`config.mk`:
```
export PLATFORM = sky130hd
export DESIGN_NAME = order_tx_scheduler
export DESIGN_NICKNAME = d
export VERILOG_FILES = /design/src/rtl/order_tx_scheduler.sv
export SDC_FILE = /design/constraint.sdc
export NUM_CORES = 2
export LEC_CHECK = 0
export BUFFER_PORTS_ARGS = -buffer_cell sky130_fd_sc_hd__buf_2
export CORE_UTILIZATION = 50
export CTS_CLUSTER_DIAMETER = 150
export DETAILED_ROUTE_END_ITERATION = 10
export PLACE_DENSITY = 0.68
export SYNTH_ARGS = -nofsm -noshare
export SYNTH_HDL_FRONTEND = slang
export SYNTH_SLANG_ARGS = --single-unit
```
`constraint.sdc`:
```
create_clock -name i_clk -period 114.5 [get_ports i_clk]
set_input_delay 11.45 -clock i_clk [delete_from_list [all_inputs] [get_ports i_clk]]
set_output_delay 11.45 -clock i_clk [all_outputs]
set_load 0.02 [all_outputs]
```
`src/rtl/order_tx_scheduler.sv`:
```
// order_tx_scheduler: buffers buy/sell quote pairs in a FIFO and transmits each pair as two messages (buy, then sell) with an enforced idle gap
// Ports: i_clk/i_reset (async, active-high); i_valid + i_buy_msg/i_sell_msg push a pair;
//        o_msg/o_msg_valid/o_msg_side/i_msg_ready form the transmit handshake;
//        o_count/o_full report occupancy; o_drop_count saturates at 0xFFFF.
// Optional feature: define ORDER_TX_COALESCE_EN to overwrite the newest entry when full instead of dropping.
module order_tx_scheduler #(
  parameter int REG_WIDTH  = 32,
  parameter int FIFO_DEPTH = 4,
  parameter int MIN_GAP    = 16
) (
  input  logic                        i_clk,
  input  logic                        i_reset,
  input  logic                        i_valid,
  input  logic [9*REG_WIDTH-1:0]      i_buy_msg,
  input  logic [9*REG_WIDTH-1:0]      i_sell_msg,
  input  logic                        i_msg_ready,
  output logic [9*REG_WIDTH-1:0]      o_msg,
  output logic                        o_msg_valid,
  output logic                        o_msg_side,
  output logic [$clog2(FIFO_DEPTH):0] o_count,
  output logic                        o_full,
  output logic [15:0]                 o_drop_count
);
  localparam int AW = $clog2(FIFO_DEPTH);
  localparam int GW = $clog2(MIN_GAP + 2);
  localparam int MW = 9 * REG_WIDTH;
  localparam logic [AW:0] FULL_CNT = FIFO_DEPTH[AW:0];
  localparam logic [GW-1:0] GAP_LOAD = MIN_GAP[GW-1:0];
`ifdef ORDER_TX_COALESCE_EN
  localparam bit COALESCE = 1'b1;
`else
  localparam bit COALESCE = 1'b0;
`endif
  typedef enum logic [1:0] {IDLE, SEND_BUY, SEND_SELL, GAP} state_t;
  state_t state, state_n;
  logic [MW-1:0] buy_mem [FIFO_DEPTH];
  logic [MW-1:0] sell_mem [FIFO_DEPTH];
  logic [AW-1:0] wr_ptr, rd_ptr;
  logic [AW:0] count;
  logic [GW-1:0] gap_cnt;
  logic full, pop, push, overwrite, drop;
  assign full = count == FULL_CNT;
  assign pop = state == SEND_SELL && i_msg_ready;
  // fullness is judged before any same-cycle pop, except that coalescing turns a full+pop cycle into a normal push
  assign push = i_valid && (!full || (COALESCE && pop));
  assign overwrite = COALESCE && i_valid && full && !pop;
  assign drop = i_valid && full && !push;
  assign o_msg_valid = state == SEND_BUY || state == SEND_SELL;
  assign o_msg_side = state == SEND_SELL;
  assign o_msg = o_msg_side ? sell_mem[rd_ptr] : buy_mem[rd_ptr];
  assign o_count = count;
  assign o_full = full;
  always_comb begin
    state_n = state;
    case (state)
      IDLE:      state_n = count != '0 ? SEND_BUY : IDLE;
      SEND_BUY:  state_n = i_msg_ready ? SEND_SELL : SEND_BUY;
      SEND_SELL: state_n = !i_msg_ready ? SEND_SELL : (MIN_GAP > 0 ? GAP : IDLE);
      GAP:       state_n = gap_cnt != '0 ? GAP : (count != '0 ? SEND_BUY : IDLE);
      default:   state_n = IDLE;
    endcase
  end
  // the counter is loaded while the sell is on the wire and runs down to zero inside GAP,
  // so the next buy can appear no earlier than MIN_GAP+1 edges after the sell handshake
  always_ff @(posedge i_clk or posedge i_reset) begin
    if (i_reset) begin
      state <= IDLE;
      wr_ptr <= '0;
      rd_ptr <= '0;
      count <= '0;
      gap_cnt <= '0;
      o_drop_count <= '0;
      for (int i = 0; i < FIFO_DEPTH; i++) begin
        buy_mem[i] <= '0;
        sell_mem[i] <= '0;
      end
    end else begin
      state <= state_n;
      if (push) begin
        buy_mem[wr_ptr] <= i_buy_msg;
        sell_mem[wr_ptr] <= i_sell_msg;
        wr_ptr <= wr_ptr + 1'b1;
      end else if (overwrite) begin
        buy_mem[wr_ptr - 1'b1] <= i_buy_msg;
        sell_mem[wr_ptr - 1'b1] <= i_sell_msg;
      end
      if (pop) rd_ptr <= rd_ptr + 1'b1;
      count <= count + {{AW{1'b0}}, push} - {{AW{1'b0}}, pop};
      gap_cnt <= state == SEND_SELL ? GAP_LOAD : (gap_cnt != '0 ? gap_cnt - 1'b1 : gap_cnt);
      if (drop && o_drop_count != 16'hFFFF) o_drop_count <= o_drop_count + 16'd1;
    end
  end
endmodule

```
After elaboration in Yosys (flattened, before gate mapping) --
Cells that the tools add are included.
Word-level totals: register bits 2334, input port bits 580, word-level logic and storage cells 61
Cells by class: reductions and logical operators 13, bitwise gates (word level) 2, eq/ne operators 5, order comparisons 3, $add $sub $neg 6, multiplexer cells 18
Operators by type and width (number):
- bitwise mux 1152 bit | 2
- two-way mux 288 bit | 6
- binary-select mux 288 bit (select 2 bit) | 2
- demux 288 bit (select 2 bit) | 1
- adder 16 x 1 -> 16 bit, second input constant | 1
- != test 16 bit, second input constant | 1
- two-way mux 5 bit | 2
- one-hot mux 2 bit (4 select lines) | 1
- >= comparator 3 bit, second input constant | 2
- logical AND 1 bit | 6
- inverter 2 -> 3 bit | 2
- nonzero test 5 bit | 1
- subtractor 5 x 1 -> 5 bit, second input constant | 1
- adder 2 x 1 -> 2 bit, second input constant | 2
- == test 2 bit, second input constant | 2
- two-way mux 2 bit | 2
- adder 3 x 1 -> 3 bit | 1
- == test 3 bit, second input constant | 1
- < comparator 3 x 1 -> 1 bit, second input constant | 1
- nonzero test 3 bit | 1
- subtractor 3 x 1 -> 3 bit | 1
- == test 2 x 1 -> 1 bit, second input constant | 1
- zero test 1 bit | 2
- zero test 2 bit | 1
- 3 further kinds | 4

Depth between registers and ports, before layout --
word-level depth 6, mapped depth 13

Least setup slack after synthesis --
Ideal clock, no wire load.
path kind flip-flop to output port, start point register state[0], end point output port o_msg[243], arrival time 2001 ps, cell stages (with the launch flop) 7, setup slack 101049 ps, path buffers 3, required time 103050 ps, cell sequence dfrtp_1 > inv_1 > ha_1 > buf_2 > clkbuf_1 > clkbuf_1 > mux2_2
Between the ends: word-level cells in the longest chain between the ends 2
RTL lines:
- start: declaration | line 35 | state_t state, state_n;
- start signal: assignment | line 78 | state <= state_n;
- == test 2 bit | line 49 | assign o_msg_side = state == SEND_SELL;
- named net o_msg_side | line 19 | output logic o_msg_side,
- two-way mux 288 bit | line 50 | assign o_msg = o_msg_side ? sell_mem[rd_ptr] : buy_mem[rd_ptr];
- end: declaration | line 17 | output logic [9*REG_WIDTH-1:0] o_msg,
The timed path passes the listed nets, and every way through them passes these cells.

Worst setup path after layout --
start point register state[0], end point output port o_msg[133]
Between the ends: word-level cells in the longest chain between the ends 2
RTL lines (line):
- == test 2 bit | 49
- two-way mux 288 bit | 50
No other way between the ends.

==> results.toml <==
[status]
status = "completed"

[clocking]
cts_buffers = 241
cts_sinks = 2334
cts_hold_buf = 0
post_cts_buffers = 0
cts_root_buffer = "clkbuf_16"
htreeDepth = 4
cts_tree = "yes"
clk_pin_slew_ns = 0.06
post_cts_resized = 0
cts_buffer_depth = 3
clock_latency_ns = 0.88

[flow_run]
drv_cap = 0

[floorplan]
die_x_um = 473
start_util_pct = 50.4
ios = 890
core_area_um2 = 220000
die_area_um2 = 223000
die_h_um = 473
num_rows = 172

[routing]
drc = 0
wirelength_um = 268000
vias = 57600
drtIter0Drc = 3118
post_drt_wl_per_cell_um = 26.6
viasPerCell = 5.72
ant_nets = 0
firstDrtPassIters = 5

[cells_and_area]
fillers = 16900
layout_commonest_cell = "dfrtp_1"
final_cell_mix = "dfrtp_1, mux2_4, mux2_2"
drive_above_1_share_pct = 64.5
instances_no_fill = 10100
finalNetCount = 7438
multiInputGateArea_um2 = 49100
final-seq-area_um2 = 58400
syn2layout_area_growth_pct = 12.9

[yosys]
syn-num-nets = 6630
netlist_area_um2 = 111000
yosysWarnings = 0
syn_area_per_cell_um2 = 18.3
synth_cell_types = 40
ys_seq_elements = 2334
postSynthCellCount = 6037
ys_seq_area_share_pct = 52.7

[global_routing]
grt_start_max_net_pins = 198
grt_pass1_wl_um = 414000
antenna_found_initial = 196
grt_overflow_total = 0
grtUsageTotal_pct = 24.1
grt_pass1_vias = 62700

[place]
gp_congestion = 0.831
dp_hpwl_um = 169000
dpl_worst_slack_ns = 97.96
place_inst = 9560
portBuffers = 889

[timing]
fin_ws_ns = 97.83
worst_pin_slew_ns = 1.12
rsz0062_at_grt = "false"
finClkSkew_ns = 0.0471
fin_crit_ns = 16.67
finalHoldViolCount = 0
slew_viol_final = 0
period_share_pct = 14.6
setup_violations = 0
slew_headroom_pct = 25.6
setup_tns_ns = 0
fmax_mhz = 60.0

[pwr]
p_int_uw = 2850
p_total_uw = 4250
switchingPower_uw = 1390
ir_worst_vdd_mv = 0.0226
pwr-share-comb_pct = 45.8
p_sw_share_pct = 32.8
p_per_area_nw_per_um2 = 34.0
power.share.clock_pct = 19.2
pwr-share-seq_pct = 35.0
p_leak_uw = 0.0591

[critical_path]
crit_type = "reg2out"
required_ns = 103.05
crit_path_start_kind = "register"
cp-end-kind = "primary output"
arrival_ns = 5.22
path_max_fanout = 54

[min_path]
hold_path.class = "reg2reg"
-- layout make-up --
| class | count | area share (%) |
|---|---|---|
| flip-flops and latches | 2334 | 46.7 |
| multi-input cells | 3274 | 39.2 |
| clock buffers | 361 | 5.69 |
| repair buffers | 980 | 4.24 |
| well taps | 2958 | 2.96 |
| clock inverters | 89 | 0.961 |
| diodes | 68 | 0.136 |
| inverters | 14 | 0.0480 |
-- critical path, stage by stage (launching register included) --
cell	delay, ns
dfrtp_1	0.40
inv_1	0.13
ha_4	0.67
buf_4	0.86
buf_4	0.86
buf_4	0.67
mux2_2	0.43
buf_2	0.17
-- sequential cells by signal (all words and copies together) (netlist names) --
register,cells
o_count,3
buy_mem,1152
sell_mem,1152
o_drop_count,16
rd_ptr,2
state,2
wr_ptr,2
gap_cnt,5
-- power groups by stage --
stage          logic [µW]  registers (µW)  clock network, µW
2_1_floorplan        1550            1430                  0
3_3_place_gp         1930            1460                  0
3_5_place_dp         1960            1480                  0
4_1_cts              1970            1480                834
5_1_grt              2050            1530                867
6_report             1940            1480                817
-- synthesized netlist by cell type, drive strengths merged --
master  count  area share (%)
or4b        1          0.0090
a211oi      1          0.0068
mux2     2594              32
nor3b       3           0.020
nand2b      1          0.0057
nor2       14           0.047
a21o        1          0.0068
nand3       5           0.023
dfrtp    2334              53
fa          1           0.018
nor4b       3           0.024
nand4       5           0.028
o21ai       1          0.0045
xor2       13            0.10
nor2b       2           0.014
mux4      576              12
clkbuf     53            0.18
and3        2           0.011
a21oi       3           0.014
nor3        8           0.036
xnor2       5           0.040
a221oi      1          0.0079
buf       362             2.8
nor4        3           0.017
and4        1          0.0079
and4bb      1           0.011
o211ai      1          0.0068
a31oi       2           0.011
ha         12            0.14
inv        14           0.047
nand2      13           0.088
or3         1          0.0057
-- per-stage QoR --
stage               area, µm²  util (%)  hold WS, ns
floorplan              111000         -        0.466
global placement       117000      53.0        0.482
detailed placement     117000      53.0        0.487
CTS                    125000      56.8        0.501
global route           125000      56.8        0.509
finish                 125000      56.8        0.497
-- cell families after synthesis --
| family | count (synthesis) | share of synthesized area [%] |
|---|---|---|
| XOR/XNOR | 18 | 0.142 |
| flip-flops | 2334 | 52.7 |
| AO/OA/AOI/OAI | 10 | 0.0576 |
| AND/OR/NAND/NOR | 63 | 0.348 |
| adder cells (fa/ha/maj) | 13 | 0.154 |
| buffers and inverters | 429 | 3.00 |
| multiplexers | 3170 | 43.6 |
-- routing by layer --
| layer | GRT usage (%) | routed length (µm) | vias to the layer above |
|---|---|---|---|
| met1 | 32.4 | 115000 | 31200 |
| met3 | 7.09 | 17000 | 664 |
| met4 | 9.20 | 10300 | 148 |
| met2 | 36.9 | 125000 | 1346 |
| li1 | - | - | 24300 |
| met5 | 0 | 960 | - |
-- worst paths after layout --
| check | start | end | slack, ns | depth (start not counted) |
|---|---|---|---|---|
| hold reg to reg | o_drop_count[15] | o_drop_count[15] | 0.50 | 1 |
| setup / recovery | state[0] | o_msg[133] | 97.83 | 7 |
| max in group asynchronous | i_reset | sell_mem[524] | 99.07 | 7 |
| hold / removal | o_drop_count[15] | o_drop_count[15] | 0.50 | 1 |
| setup reg to reg | o_count[1] | buy_mem[516] | 108.92 | 10 |
| min in group asynchronous | i_reset | buy_mem[53] | 10.66 | 2 |
(Power assumes the default switching activity.)
